### config.mk
export PLATFORM = sky130hd
export DESIGN_NAME = bcd_counter_flat
export DESIGN_NICKNAME = d
export VERILOG_FILES = /design/src/rtl/bcd_counter_pkg.sv /design/src/rtl/bcd_counter_if.sv /design/src/rtl/bcd_counter_digit.sv /design/src/rtl/bcd_counter.sv /design/src/flat_wrapper.sv
export SDC_FILE = /design/constraint.sdc
export NUM_CORES = 1
export LEC_CHECK = 0
export CAP_MARGIN = 20
export CORE_ASPECT_RATIO = 1.2
export CORE_MARGIN = 2
export CORE_UTILIZATION = 30
export DETAILED_ROUTE_END_ITERATION = 10
export PLACE_DENSITY = 0.64
export SYNTH_ARGS = -nofsm -noshare
export SYNTH_HDL_FRONTEND = slang
export SYNTH_HIERARCHICAL = 1
export SYNTH_SLANG_ARGS = --single-unit
### constraint.sdc
create_clock -name clk -period 2.5 [get_ports clk]
set_input_delay 0.25 -clock clk [delete_from_list [all_inputs] [get_ports clk]]
set_output_delay 0.25 -clock clk [all_outputs]
set_load 0.005 [all_outputs]
### src/rtl/bcd_counter_pkg.sv
// bcd_pkg: shared digit type, BCD limits and nibble helpers for bcd_counter.
// Optional feature macro used across the slice: BCD_COUNTER_DOWN_EN (adds dn).
package bcd_pkg;

  typedef logic [3:0] bcd_digit_t;

  localparam bcd_digit_t BCD_MAX = 4'd9;
  localparam bcd_digit_t BCD_MIN = 4'd0;

  // True when the nibble is a legal decimal digit.
  function automatic logic is_bcd(input bcd_digit_t nibble);
    return (nibble <= BCD_MAX) ? 1'b1 : 1'b0;
  endfunction

  // Illegal nibbles collapse to zero so the register only ever holds BCD.
  function automatic bcd_digit_t sanitize(input bcd_digit_t nibble);
    return is_bcd(nibble) ? nibble : BCD_MIN;
  endfunction

endpackage

### src/rtl/bcd_counter_if.sv
// bcd_counter_if: control/data bundle between a driver and bcd_counter.
// With BCD_COUNTER_DOWN_EN defined the bundle also carries the dn select.
interface bcd_counter_if #(
  parameter int DIGITS = 4
);
  logic                  en;
  logic                  load;
  logic [4*DIGITS-1:0]   load_val;
`ifdef BCD_COUNTER_DOWN_EN
  logic                  dn;
`endif
  logic [4*DIGITS-1:0]   count;
  logic                  carry_out;
  logic                  load_err;

  modport master (
    output en,
    output load,
    output load_val,
`ifdef BCD_COUNTER_DOWN_EN
    output dn,
`endif
    input  count,
    input  carry_out,
    input  load_err
  );

  modport slave (
    input  en,
    input  load,
    input  load_val,
`ifdef BCD_COUNTER_DOWN_EN
    input  dn,
`endif
    output count,
    output carry_out,
    output load_err
  );

endinterface

### src/rtl/bcd_counter_digit.sv
// bcd_digit: one decimal digit register with increment (and optional
// decrement under BCD_COUNTER_DOWN_EN) plus its combinational carry/borrow.
module bcd_digit
  import bcd_pkg::*;
(
  input  logic       clk,
  input  logic       rst,
  input  logic       step,
  input  logic       load,
  input  bcd_digit_t load_nibble,
`ifdef BCD_COUNTER_DOWN_EN
  input  logic       dn,
`endif
  output bcd_digit_t q,
  output logic       carry
);

  bcd_digit_t q_r;
  bcd_digit_t q_next_s;
  logic       carry_s;

  // Next digit value: load beats step; anything out of range wraps safely.
  always_comb begin
    q_next_s = q_r;
    if (load) begin
      q_next_s = load_nibble;
    end else if (step) begin
`ifdef BCD_COUNTER_DOWN_EN
      if (dn) begin
        q_next_s = ((q_r == BCD_MIN) || !is_bcd(q_r)) ? BCD_MAX : (q_r - 4'd1);
      end else begin
        q_next_s = (q_r >= BCD_MAX) ? BCD_MIN : (q_r + 4'd1);
      end
`else
      q_next_s = (q_r >= BCD_MAX) ? BCD_MIN : (q_r + 4'd1);
`endif
    end else begin
      q_next_s = q_r;
    end
  end

  // Carry (or borrow) into the next digit when this one is at its limit.
  always_comb begin
    carry_s = 1'b0;
`ifdef BCD_COUNTER_DOWN_EN
    if (dn) begin
      carry_s = step & (q_r == BCD_MIN);
    end else begin
      carry_s = step & (q_r == BCD_MAX);
    end
`else
    carry_s = step & (q_r == BCD_MAX);
`endif
  end

  // Digit register.
  always_ff @(posedge clk or posedge rst) begin
    if (rst) begin
      q_r <= BCD_MIN;
    end else begin
      q_r <= q_next_s;
    end
  end

  assign q     = q_r;
  assign carry = carry_s;

endmodule

### src/rtl/bcd_counter.sv
// bcd_counter: DIGITS-wide synchronous BCD counter with parallel load,
// load sanitising, wrap pulse and load error flag. The ripple carry is
// purely combinational across all digits. Define BCD_COUNTER_DOWN_EN to
// add the dn (count down) input on the interface.
module bcd_counter
  import bcd_pkg::*;
#(
  parameter int DIGITS = 4
) (
  input  logic           clk,
  input  logic           rst,
  bcd_counter_if.slave   bus
);

  logic [DIGITS-1:0]   step_s;
  logic [DIGITS-1:0]   carry_s;
  logic [DIGITS-1:0]   bad_nibble_s;
  bcd_digit_t          load_nibble_s [DIGITS];
  bcd_digit_t          digit_q_s     [DIGITS];
  logic [4*DIGITS-1:0] count_s;
  logic                carry_out_r;
  logic                load_err_r;

  // Ripple chain: digit 0 steps on en, each higher digit on the carry below.
  always_comb begin
    step_s    = '0;
    step_s[0] = bus.en;
    for (int i = 1; i < DIGITS; i++) begin
      step_s[i] = carry_s[i-1];
    end
  end

  for (genvar i = 0; i < DIGITS; i++) begin : g_digit
    assign load_nibble_s[i]  = sanitize(bus.load_val[4*i +: 4]);
    assign bad_nibble_s[i]   = ~is_bcd(bus.load_val[4*i +: 4]);
    assign count_s[4*i +: 4] = digit_q_s[i];

    bcd_digit u_digit (
      .clk         (clk),
      .rst         (rst),
      .step        (step_s[i]),
      .load        (bus.load),
      .load_nibble (load_nibble_s[i]),
`ifdef BCD_COUNTER_DOWN_EN
      .dn          (bus.dn),
`endif
      .q           (digit_q_s[i]),
      .carry       (carry_s[i])
    );
  end

  // Status flags: wrap pulse is suppressed by a load; error only on a load.
  always_ff @(posedge clk or posedge rst) begin
    if (rst) begin
      carry_out_r <= 1'b0;
      load_err_r  <= 1'b0;
    end else begin
      carry_out_r <= (~bus.load) & carry_s[DIGITS-1];
      load_err_r  <= bus.load & (|bad_nibble_s);
    end
  end

  assign bus.count     = count_s;
  assign bus.carry_out = carry_out_r;
  assign bus.load_err  = load_err_r;

endmodule
### src/flat_wrapper.sv
// flat-port wrapper written by rule: the top's interface ports become plain ports
module bcd_counter_flat import bcd_pkg::*;
#(
  parameter int DIGITS = 4
)
  (clk, rst, bus_en, bus_load, bus_load_val, bus_count, bus_carry_out, bus_load_err);
  bcd_counter_if #(.DIGITS(DIGITS)) bus_i ();
  input  logic clk;
  input  logic rst;
  input wire logic [$bits(bus_i.en)-1:0] bus_en;
  input wire logic [$bits(bus_i.load)-1:0] bus_load;
  input wire logic [$bits(bus_i.load_val)-1:0] bus_load_val;
  output wire logic [$bits(bus_i.count)-1:0] bus_count;
  output wire logic [$bits(bus_i.carry_out)-1:0] bus_carry_out;
  output wire logic [$bits(bus_i.load_err)-1:0] bus_load_err;
  assign bus_i.en = bus_en;
  assign bus_i.load = bus_load;
  assign bus_i.load_val = bus_load_val;
  assign bus_count = bus_i.count;
  assign bus_carry_out = bus_i.carry_out;
  assign bus_load_err = bus_i.load_err;
  bcd_counter #(.DIGITS(DIGITS)) u_core (.clk(clk), .rst(rst), .bus(bus_i));
endmodule
==> reports/qor.yml <==
status:
  status: "complete, no violations"
routing:
  wirelength_um: 3140
  vias: 1235
  drc_errors: 0
  wire_per_inst_um: 12.6
  dr.pass1.iters: 4
  vias_per_cell: 4.96
  drt_iter0_markers: 104
  ant_nets: 0
die:
  rows: 26
  core_um2: 4290
  fp.dieH_um: 77.4
  num_io_pins: 38
  start_util: 0.314
  die_x_um: 65.2
  die_area_um2: 5040
critical_path:
  arrival_ns: 2.36
  worst_path_most_repeated_cell: "and4b_1"
  end_kind: "flop"
  worstPathCellList: "inv_1, ha_1, and4b_1, and4b_1, and4b_1, inv_1, or4_1, o211ai_1"
  slowest_delay_ns: 0.46
  start_kind: "flop"
  cp_max_fo: 5
  required_ns: 2.67
  critPathSlowestCell: "or4_1"
  worstSetupPathType: "reg2reg"
cts:
  clk_pin_slew_ns: 0.07
  cts_hold_buf: 0
  clock_latency_ns: 0.25
  cts_tree: "yes"
  cts_resized: 0
  cts.sink_count: 18
  max-clock-path-buffers: 2
  cts_setup_buffers: 0
  cts_root_buffer: "clkbuf_8"
  cts_buffers: 3
  cts_max_level: 1
layout:
  num_antenna_cells: 0
  fin_nets: 226
  fin_util: 0.429
  finalInstanceArea_um2: 1840
  drive_above_1_share: 0.0622
  synthToLayoutAreaGrowth_pct: 36.8
timing:
  post-route-period-util: 0.876
  worst_pin_slew_ns: 0.353
  rsz0062_at_grt: "false"
  slew_headroom: 0.765
  period_minus_slack_ns: 2.19
  tns_ns: 0
  finalMaxSlewViolations: 0
  fmax_ghz: 0.457
  hold_viol_final: 0
  skew_ns: 0.00431
  finalSetupViolations: 0
yosys:
  avgSynthCellArea_um2: 8.74
  synth.cells.most_frequent: "inv_1 (22), dfrtp_1 (18), ha_1 (12), nand2_1 (12), o21ai_0 (12)"
  syn_nets: 186
  synth_edf_count: 0
  synth-seq-area-share: 0.335
  synth_top_area_cell: "dfrtp_1"
  synth_most_common_cell: "inv_1"
  ys.flop_type: "dfrtp_1"
  async_reset_ff_frac: 1.00
  synth_area_um2: 1350
  syn_inst: 154
  netlist.area_leader.share: 0.335
  ys_warn_count: 6
  synthTopCellsByArea: "dfrtp_1 (33%), ha_1 (11%), inv_1 (6.1%)"
  synth_seq_cells: 18
  synth_cell_types: 24
placement:
  placed_area_um2: 1790
  gp_congestion: 0.846
  portBuffers: 37
  place_hpwl_um: 2410
global_routing:
  grt_start_max_net_pins: 39
  grt-ovfl-total: 0
  antenna_found_initial: 0
  grt_pass1_wl_um: 5440
  gr-usage-all-layers: 0.135
  grt_pass1_vias: 1235
power:
  power_density_nw_per_um2: 432
  irDropWorstVdd_v: 0.000147
  power.total_uw: 795
  leakage_nw: 0.766
hold_path:
  hold_path_class: "in2async"
flow_run:
  maxCapViolations: 0
==> worst paths after layout <==
| kind | slack (ns) | cells past startpoint | to | startpoint |
|---|---|---|---|---|
| worst max-delay path | 0.31 | 8 | u_core/g_digit[3].u_digit/q[3] | u_core/g_digit[0].u_digit/q[1] |
| worst min-delay path | 0.32 | 2 | u_core/bus.carry_out | rst |
| worst max register to register | 0.31 | 8 | u_core/g_digit[3].u_digit/q[3] | u_core/g_digit[0].u_digit/q[1] |
| worst min register to register | 0.61 | 1 | u_core/g_digit[2].u_digit/q[0] | u_core/g_digit[2].u_digit/q[0] |
| max in group asynchronous | 1.97 | 2 | u_core/g_digit[0].u_digit/q[3] | rst |
| min in group clk | 0.61 | 1 | u_core/g_digit[2].u_digit/q[0] | u_core/g_digit[2].u_digit/q[0] |
==> worst max-delay path: cells and delay by family, from the launching register on <==
family | cells | cell delay, ns
compound gates | 1 | 0.10
buf+inv | 2 | 0.17
flops | 1 | 0.43
fa+ha+maj | 1 | 0.15
simple gates | 4 | 1.27
==> report_power, final <==
part	internal (mW)	switching [mW]	total, mW
sequential	0.315	0.0369	0.352
combinational	0.120	0.0842	0.204
clock	0.140	0.0999	0.240
==> registers in the layout, summed over array words and instances, names as in the netlist <==
signal / count
u_core/bus.load_err: 1
u_core/bus.carry_out: 1
u_core/g_digit.u_digit/q: 16
==> cell type report <==
class / count / area (um2)
fillers: 456 / 2450
multi-input cells: 110 / 798
flip-flops and latches: 18 / 450
repair buffers: 39 / 385
inverters: 22 / 82.6
well taps: 56 / 70.1
clock buffers: 4 / 55.1
==> stage by stage <==
stage	setup WS [ns]	std cells	hold WS, ns
after CTS	0.290	249	0.311
after floorplan	0.434	154	-0.00882
after global routing	0.182	249	0.336
after global placement	0.201	245	0.601
final	0.310	249	0.317
after detailed placement	0.140	245	0.575
==> cells by family (layout without fill, tap and decap cells) <==
group / count (synthesis) / after routing / share of synthesized area
AND/OR/NAND/NOR: 57 / 57 / 0.265
AO/OA/AOI/OAI: 41 / 41 / 0.217
buffers and inverters: 26 / 65 / 0.0725
flip-flops: 18 / 18 / 0.335
adder cells (fa/ha/maj): 12 / 12 / 0.112
==> layer usage <==
layer / up-vias / GRT usage / share of wire
met2: 36 / 0.226 / 0.47
met4: 0 / 0.0458 / 0.0080
met5: - / 0 / 0
li1: 625 / - / -
met3: 4 / 0.0333 / 0.059
met1: 570 / 0.168 / 0.46
==> cell usage in the layout, fill, tap and decap left out, types with 6 or more instances in the layout <==
master           synthesis  layout
clkdlybuf4s50_1          0      37
inv_1                   22      22
dfrtp_1                 18      18
o21ai_0                 12      12
nand2_1                 12      12
ha_1                    12      12
nor3b_1                  8       8
a22oi_1                  8       8
nor2b_1                  6       6
Power figures use the tool's default switching activity.
